File: src/rtl/shift_round_clip.sv
`default_nettype none
// =============================================================================
// Module   : shift_round_clip
// Brief    : Multi-channel arbiter feeding a round / arithmetic-shift / clip
//            stage, registered into a one-entry output slot with a clip counter.
// Revision : 1.0 - initial release
// =============================================================================
module shift_round_clip #(
    parameter int FLUX      = 2,
    parameter int DATA_W    = 32,
    parameter int OUT_W     = 16,
    parameter int SHIFT_NUM = 11,
    parameter int ROUND     = 1,
    parameter int SIGNED    = 1,
    parameter int ARB_MODE  = 1,
    parameter int TAG_W     = (FLUX > 1) ? $clog2(FLUX) : 1
) (
    input  logic                   clk,
    input  logic                   rst_n,
    input  logic                   en,
    input  logic                   clr_stats,
    input  logic [FLUX-1:0]        rd_empty,
    input  logic [FLUX*DATA_W-1:0] rd_dout,
    output logic [FLUX-1:0]        rd_read,
    input  logic                   wr_full,
    output logic                   wr_write,
    output logic [OUT_W-1:0]       wr_din,
    output logic [TAG_W-1:0]       wr_tag,
    output logic [15:0]            sat_count
);

    // Two guard bits keep the rounding sum from overflowing for any legal shift.
    localparam int c_ext_w = DATA_W + 2;
    localparam logic signed [c_ext_w-1:0] c_round =
        (ROUND != 0 && SHIFT_NUM > 0) ? c_ext_w'(1) << (SHIFT_NUM > 0 ? SHIFT_NUM - 1 : 0) : '0;
    localparam logic signed [c_ext_w-1:0] c_max =
        (SIGNED != 0) ? (c_ext_w'(1) << (OUT_W - 1)) - c_ext_w'(1)
                      : (c_ext_w'(1) << OUT_W) - c_ext_w'(1);
    localparam logic signed [c_ext_w-1:0] c_min =
        (SIGNED != 0) ? c_ext_w'(0) - (c_ext_w'(1) << (OUT_W - 1)) : '0;

    logic                      r_valid;
    logic [OUT_W-1:0]          r_data;
    logic [TAG_W-1:0]          r_tag;
    logic [TAG_W-1:0]          r_last_grant;
    logic [15:0]               r_sat_count;

    logic [TAG_W-1:0]          w_grant;
    logic [TAG_W-1:0]          w_low_any;
    logic [TAG_W-1:0]          w_low_above;
    logic                      w_found_above;
    logic [TAG_W-1:0]          w_high;
    logic                      w_any;
    logic                      w_can_load;
    logic                      w_write;
    logic [FLUX-1:0]           w_onehot;
    logic [DATA_W-1:0]         w_sample;
    logic signed [c_ext_w-1:0] w_ext;
    logic signed [c_ext_w-1:0] w_sum;
    logic signed [c_ext_w-1:0] w_shr;
    logic                      w_hi;
    logic                      w_lo;
    logic                      w_clip;
    logic [OUT_W-1:0]          w_res;

    // Descending scans leave the lowest qualifying index; the round-robin pick
    // prefers the lowest channel above last_grant, else wraps to the lowest.
    always_comb begin
        w_low_any     = '0;
        w_low_above   = '0;
        w_found_above = 1'b0;
        w_high        = '0;
        for (int i = FLUX - 1; i >= 0; i--) begin
            if (!rd_empty[i]) begin
                w_low_any = TAG_W'(i);
                if (TAG_W'(i) > r_last_grant) begin
                    w_low_above   = TAG_W'(i);
                    w_found_above = 1'b1;
                end
            end
        end
        for (int i = 0; i < FLUX; i++) begin
            if (!rd_empty[i]) begin
                w_high = TAG_W'(i);
            end
        end
        if (ARB_MODE == 0) begin
            w_grant = w_high;
        end else begin
            w_grant = w_found_above ? w_low_above : w_low_any;
        end
    end

    assign w_any      = ~&rd_empty;
    assign w_write    = r_valid & ~wr_full;
    assign w_can_load = en & (~r_valid | ~wr_full) & w_any;
    assign w_onehot   = FLUX'(1) << w_grant;
    assign rd_read    = (w_can_load && rst_n) ? w_onehot : '0;

    always_comb begin
        w_sample = rd_dout[int'(w_grant) * DATA_W +: DATA_W];
        w_ext    = (SIGNED != 0) ? {{2{w_sample[DATA_W-1]}}, w_sample} : {2'b00, w_sample};
        w_sum    = w_ext + c_round;
        w_shr    = w_sum >>> SHIFT_NUM;
        w_hi     = (w_shr > c_max);
        w_lo     = (w_shr < c_min);
        w_clip   = w_hi | w_lo;
        if (w_hi) begin
            w_res = c_max[OUT_W-1:0];
        end else if (w_lo) begin
            w_res = c_min[OUT_W-1:0];
        end else begin
            w_res = w_shr[OUT_W-1:0];
        end
    end

    always_ff @(posedge clk or negedge rst_n) begin
        if (!rst_n) begin
            r_valid      <= 1'b0;
            r_data       <= '0;
            r_tag        <= '0;
            r_last_grant <= TAG_W'(FLUX - 1);
            r_sat_count  <= '0;
        end else begin
            if (w_can_load) begin
                r_valid <= 1'b1;
                r_data  <= w_res;
                r_tag   <= w_grant;
                if (ARB_MODE != 0) begin
                    r_last_grant <= w_grant;
                end
            end else if (w_write) begin
                r_valid <= 1'b0;
            end
            if (clr_stats) begin
                r_sat_count <= '0;
            end else if (w_can_load && w_clip && r_sat_count != 16'hFFFF) begin
                r_sat_count <= r_sat_count + 16'd1;
            end
        end
    end

    assign wr_write  = w_write;
    assign wr_din    = r_data;
    assign wr_tag    = r_tag;
    assign sat_count = r_sat_count;

endmodule
`default_nettype wire

File: config.mk
export PLATFORM = sky130hd
export DESIGN_NAME = shift_round_clip
export DESIGN_NICKNAME = d
export VERILOG_FILES = /design/src/rtl/shift_round_clip.sv
export SDC_FILE = /design/constraint.sdc
export NUM_CORES = 1
export LEC_CHECK = 0
export ABC_CLOCK_PERIOD_IN_PS = 4900
export CORE_MARGIN = 1.5
export CORE_UTILIZATION = 45
export DETAILED_ROUTE_END_ITERATION = 7
export HOLD_SLACK_MARGIN = 0.08
export PLACE_DENSITY = 0.81
export SLEW_MARGIN = 0
export SYNTH_ARGS = -nofsm -noshare
export SYNTH_HDL_FRONTEND = slang
export SYNTH_SLANG_ARGS = --single-unit
File: constraint.sdc
create_clock -name clk -period 4.9 [get_ports clk]
set_input_delay 1.225 -clock clk [delete_from_list [all_inputs] [get_ports clk]]
set_output_delay 1.225 -clock clk [all_outputs]
set_load 0.05 [all_outputs]
==> metrics.md <==
| Metric | Value |
|---|---|
| Final GP Congestion | 0.9259 |
| First-pass iteration count of the detailed router | 5 |
| RR Endpoint | wr_din[2] |
| End of the worst hold path | wr_din[15] |
| Vias per inst | 6.101 |
| Post-CTS Repair Setup Buffers | 0 |
| Peak Freq | 214.6 MHz |
| Placed cells | 507 |
| Area Growth Syn to Fin | 40.01% |
| Most common cell after layout, fill and taps aside | clkdlybuf4s50_1 |
| TritonCTS clock tree | yes |
| Synth Register Bits | 35 |
| Initial Util | 47.35% |
| Mapped Area | 2836 um2 |
| # hold bufs at CTS | 0 |
| Hold Path Stages | 2 |
| CTS Buf Count | 5 |
| R2R cell count | 13 |
| Largest family of logic cells by synthesized area | simple AND/OR/NAND/NOR gates |
| Row cnt | 28 |
| Hold Fails Final Rpt | 0 |
| # IOs | 107 |
| Synth Area in XOR/XNOR | 7.102% |
| R2r startpoint | r_last_grant |
| Maxcap violations | 0 |
| First-pass GRT wire length | 13310 um |
| Commonest cells after routing, fill and taps aside | 84 x clkdlybuf4s50_1, 34 x dfrtp_1, 31 x a21oi_1 |
| Synth Area in Adders | 0.8822% |
| Core footprint | 5991 um2 |
| Power per Cell Area | 251.8 nW/um2 |
| Register area share after synthesis | 30.92% |
| Mux contribution to synthesized area | 6.881% |
| Setup TNS | 0 ns |
| H-tree levels | 2 |
| Port Buffers | 86 |
| RSZ-0062 raised after global routing | no |
| WL per Instance | 16.35 um |
| Grt ovf | 0 |
| Die Width | 82.40 um |
| Period utilization | 95.11% |
| Via count | 3142 |
| R2R setup slack | 1.07 ns |
| Syn Nets | 420 |
| Synth Area in Compound Gates | 21.31% |
| Top cells by area, synth | dfrtp_1 30%, a21oi_1 5.5%, mux2i_1 5.3% |
| Post-Route Skew | 0.008463 ns |
| Vias in the first global route | 2775 |
| CP Capture Type | flop |
| Post-route ant nets | 0 |
| VDD IR max | 0.1836 mV |
| Cells after synthesis | 347 |
| GRT Overall Usage | 25.62% |
| Fillers | 506 |
| Hold Startpoint | wr_din[15] |
| Setup violators final | 0 |
| Yosys top cell by area | dfrtp_1 |
| Synth Flop Type | dfrtp_1 |
| Slew @ Worst Pin | 0.7990 ns |
| Final min period | 4.660 ns |
| Post-CTS Resized | 0 |
| Status | finished, final reports clean |
| Synth unique cells | 50 |
| Chip height | 82.40 um |
| CTS Buffer Depth | 2 |
| Crit path cell chain | clkdlybuf4s50_1, nor2b_1, nor2_4, mux2i_1, inv_1, ha_1, nand4_1, or4_4, a222oi_1, xnor2_1, a21oi_1, a31oi_1, nor2_1, a21oi_1 |
| Antenna violations before repair | 0 |
| Slowest stage cell, crit path | nor2_1 |
| Clk_lat worst skew | 0.29 ns |
| Final wirelength | 8420 um |
| Max-slew violations | 0 |
| Pleak | 1.511 nW |
| Worst EP required | 5.03 ns |
| Worst hold path class | flop to flop |
| Share of the synthesized area in the top cell type | 30.00% |
| CP max stage delay | 0.65 ns |
| Mapped Avg Cell Area | 8.174 um2 |
| Slew headroom | 46.53% |
| Crit-path max FO | 14 |
| Iteration-0 DRC Markers | 236 |
| Critical Path Most Common Cell | a21oi_1 |
| Clock slew at reported path FFs | 0.07 ns |
| Root Driver | clkbuf_8 |
| Drt drc | 0 |
| Worst setup SP type | input pin |
| Setup CP Type | input pin to flop |
| Clock Sinks | 35 |
| Area fraction in and, or, nand and nor cells after synthesis | 28.58% |
| Fin nets | 512 |
| Yosys warns | 0 |
| CP Data Arrival Time | 4.79 ns |
| Post-synth EDFFs | 0 |
| Post-DP HPWL | 6547 um |
| Ant diodes | 0 |
| Asr flop ratio synth | 100.0% |
| Die area | 6789 um2 |
| Non-Filler Instances | 515 |
| Pin count of the biggest net entering global routing | 34 |
| Layout cells sized above 1 | 9.091% |
## state kept, by name, summed over array words and instances (netlist names)
signal / count
sat_count: 16
wr_din: 16
r_last_grant: 1
r_valid: 1
wr_tag: 1
## worst max-delay path by stage
stage | from | cells after the start | end
5_1_grt | rd_empty[0] | 15 | sat_count[11]
4_1_cts | rd_empty[0] | 15 | sat_count[11]
6_report | rd_empty[0] | 14 | wr_din[2]
2_1_floorplan | rd_empty[1] | 16 | sat_count[5]
3_5_place_dp | rd_empty[0] | 15 | sat_count[11]
3_3_place_gp | rd_empty[0] | 14 | sat_count[5]
## layer usage
layer | GRT usage [%] | vias up | wire (um)
met5 | 0 | - | 0
met2 | 39.51 | 151 | 3969
met1 | 37.38 | 1467 | 3769
met4 | 6.780 | 0 | 73
li1 | - | 1515 | -
met3 | 3.407 | 9 | 607
## critical path: cells and delay by family
family,cells,cell delay [ns]
compound gates,4,0.93
xor+xnor,1,0.18
fa+ha+maj,1,0.16
buf+inv,2,0.53
mux,1,0.15
simple gates,5,1.60
## power by group
part	switching (W)	leakage, nW	internal [W]
Clock	0.000115	0.0581	0.000152
Sequential	0.0000176	0.432	0.000320
Combinational	0.000241	1.02	0.000154
## cells by family after synthesis
logic type / count (synthesis)
and+or+nand+nor: 150
AOI/OAI and AO/OA: 93
xor gates and xnor gates: 23
DFF: 35
buffers and inverters: 25
muxes: 19
adders and majority gates: 2
## synthesized netlist by cell type, types with 2 or more instances
master,number
nand4_1,12
and3b_1,2
mux2i_1,15
nor2_1,30
o22ai_1,4
o221ai_1,5
and3_1,11
or3_1,2
a21boi_0,2
a31o_2,3
a222oi_1,2
inv_1,6
nand3_1,27
o211ai_1,2
a31oi_1,2
nand2b_1,2
o31ai_1,15
dfrtp_1,34
or4_1,14
o21ai_0,17
xnor2_1,11
nor3_1,2
a21oi_1,31
o2111ai_1,3
nor2b_1,4
xor2_1,12
nor4_1,2
buf_6,2
ha_1,2
mux2_2,4
nand2_1,28
and4_1,6
clkbuf_1,7
and2_1,3
buf_2,8
## stage by stage
stage / power [W] / hold WS (ns) / setup WS, ns / area (um2) / util, %
after floorplan: 0.0005739 / 0.4656 / 0.04464 / 2841 / -
after global placement: 0.0007294 / 0.4638 / -0.01845 / 3859 / 64.41
after detailed placement: 0.0007375 / 0.4790 / -0.05698 / 3859 / 64.41
after CTS: 0.001003 / 0.4956 / 0.2444 / 3971 / 66.29
after global routing: 0.001045 / 0.5317 / 0.01480 / 3971 / 66.29
final: 0.001000 / 0.4903 / 0.2397 / 3971 / 66.29
## layout make-up
type | count | area (um2) | area share [%]
sequential | 35 | 877.1 | 22.09
tap | 75 | 93.84 | 2.363
inverter | 6 | 22.52 | 0.5671
clock inverter | 3 | 43.79 | 1.103
timing repair buffer | 104 | 1016 | 25.58
multi-input combinational | 287 | 1849 | 46.57
clock buffer | 5 | 68.82 | 1.733
No activity file was read; power rests on OpenSTA's default activity.
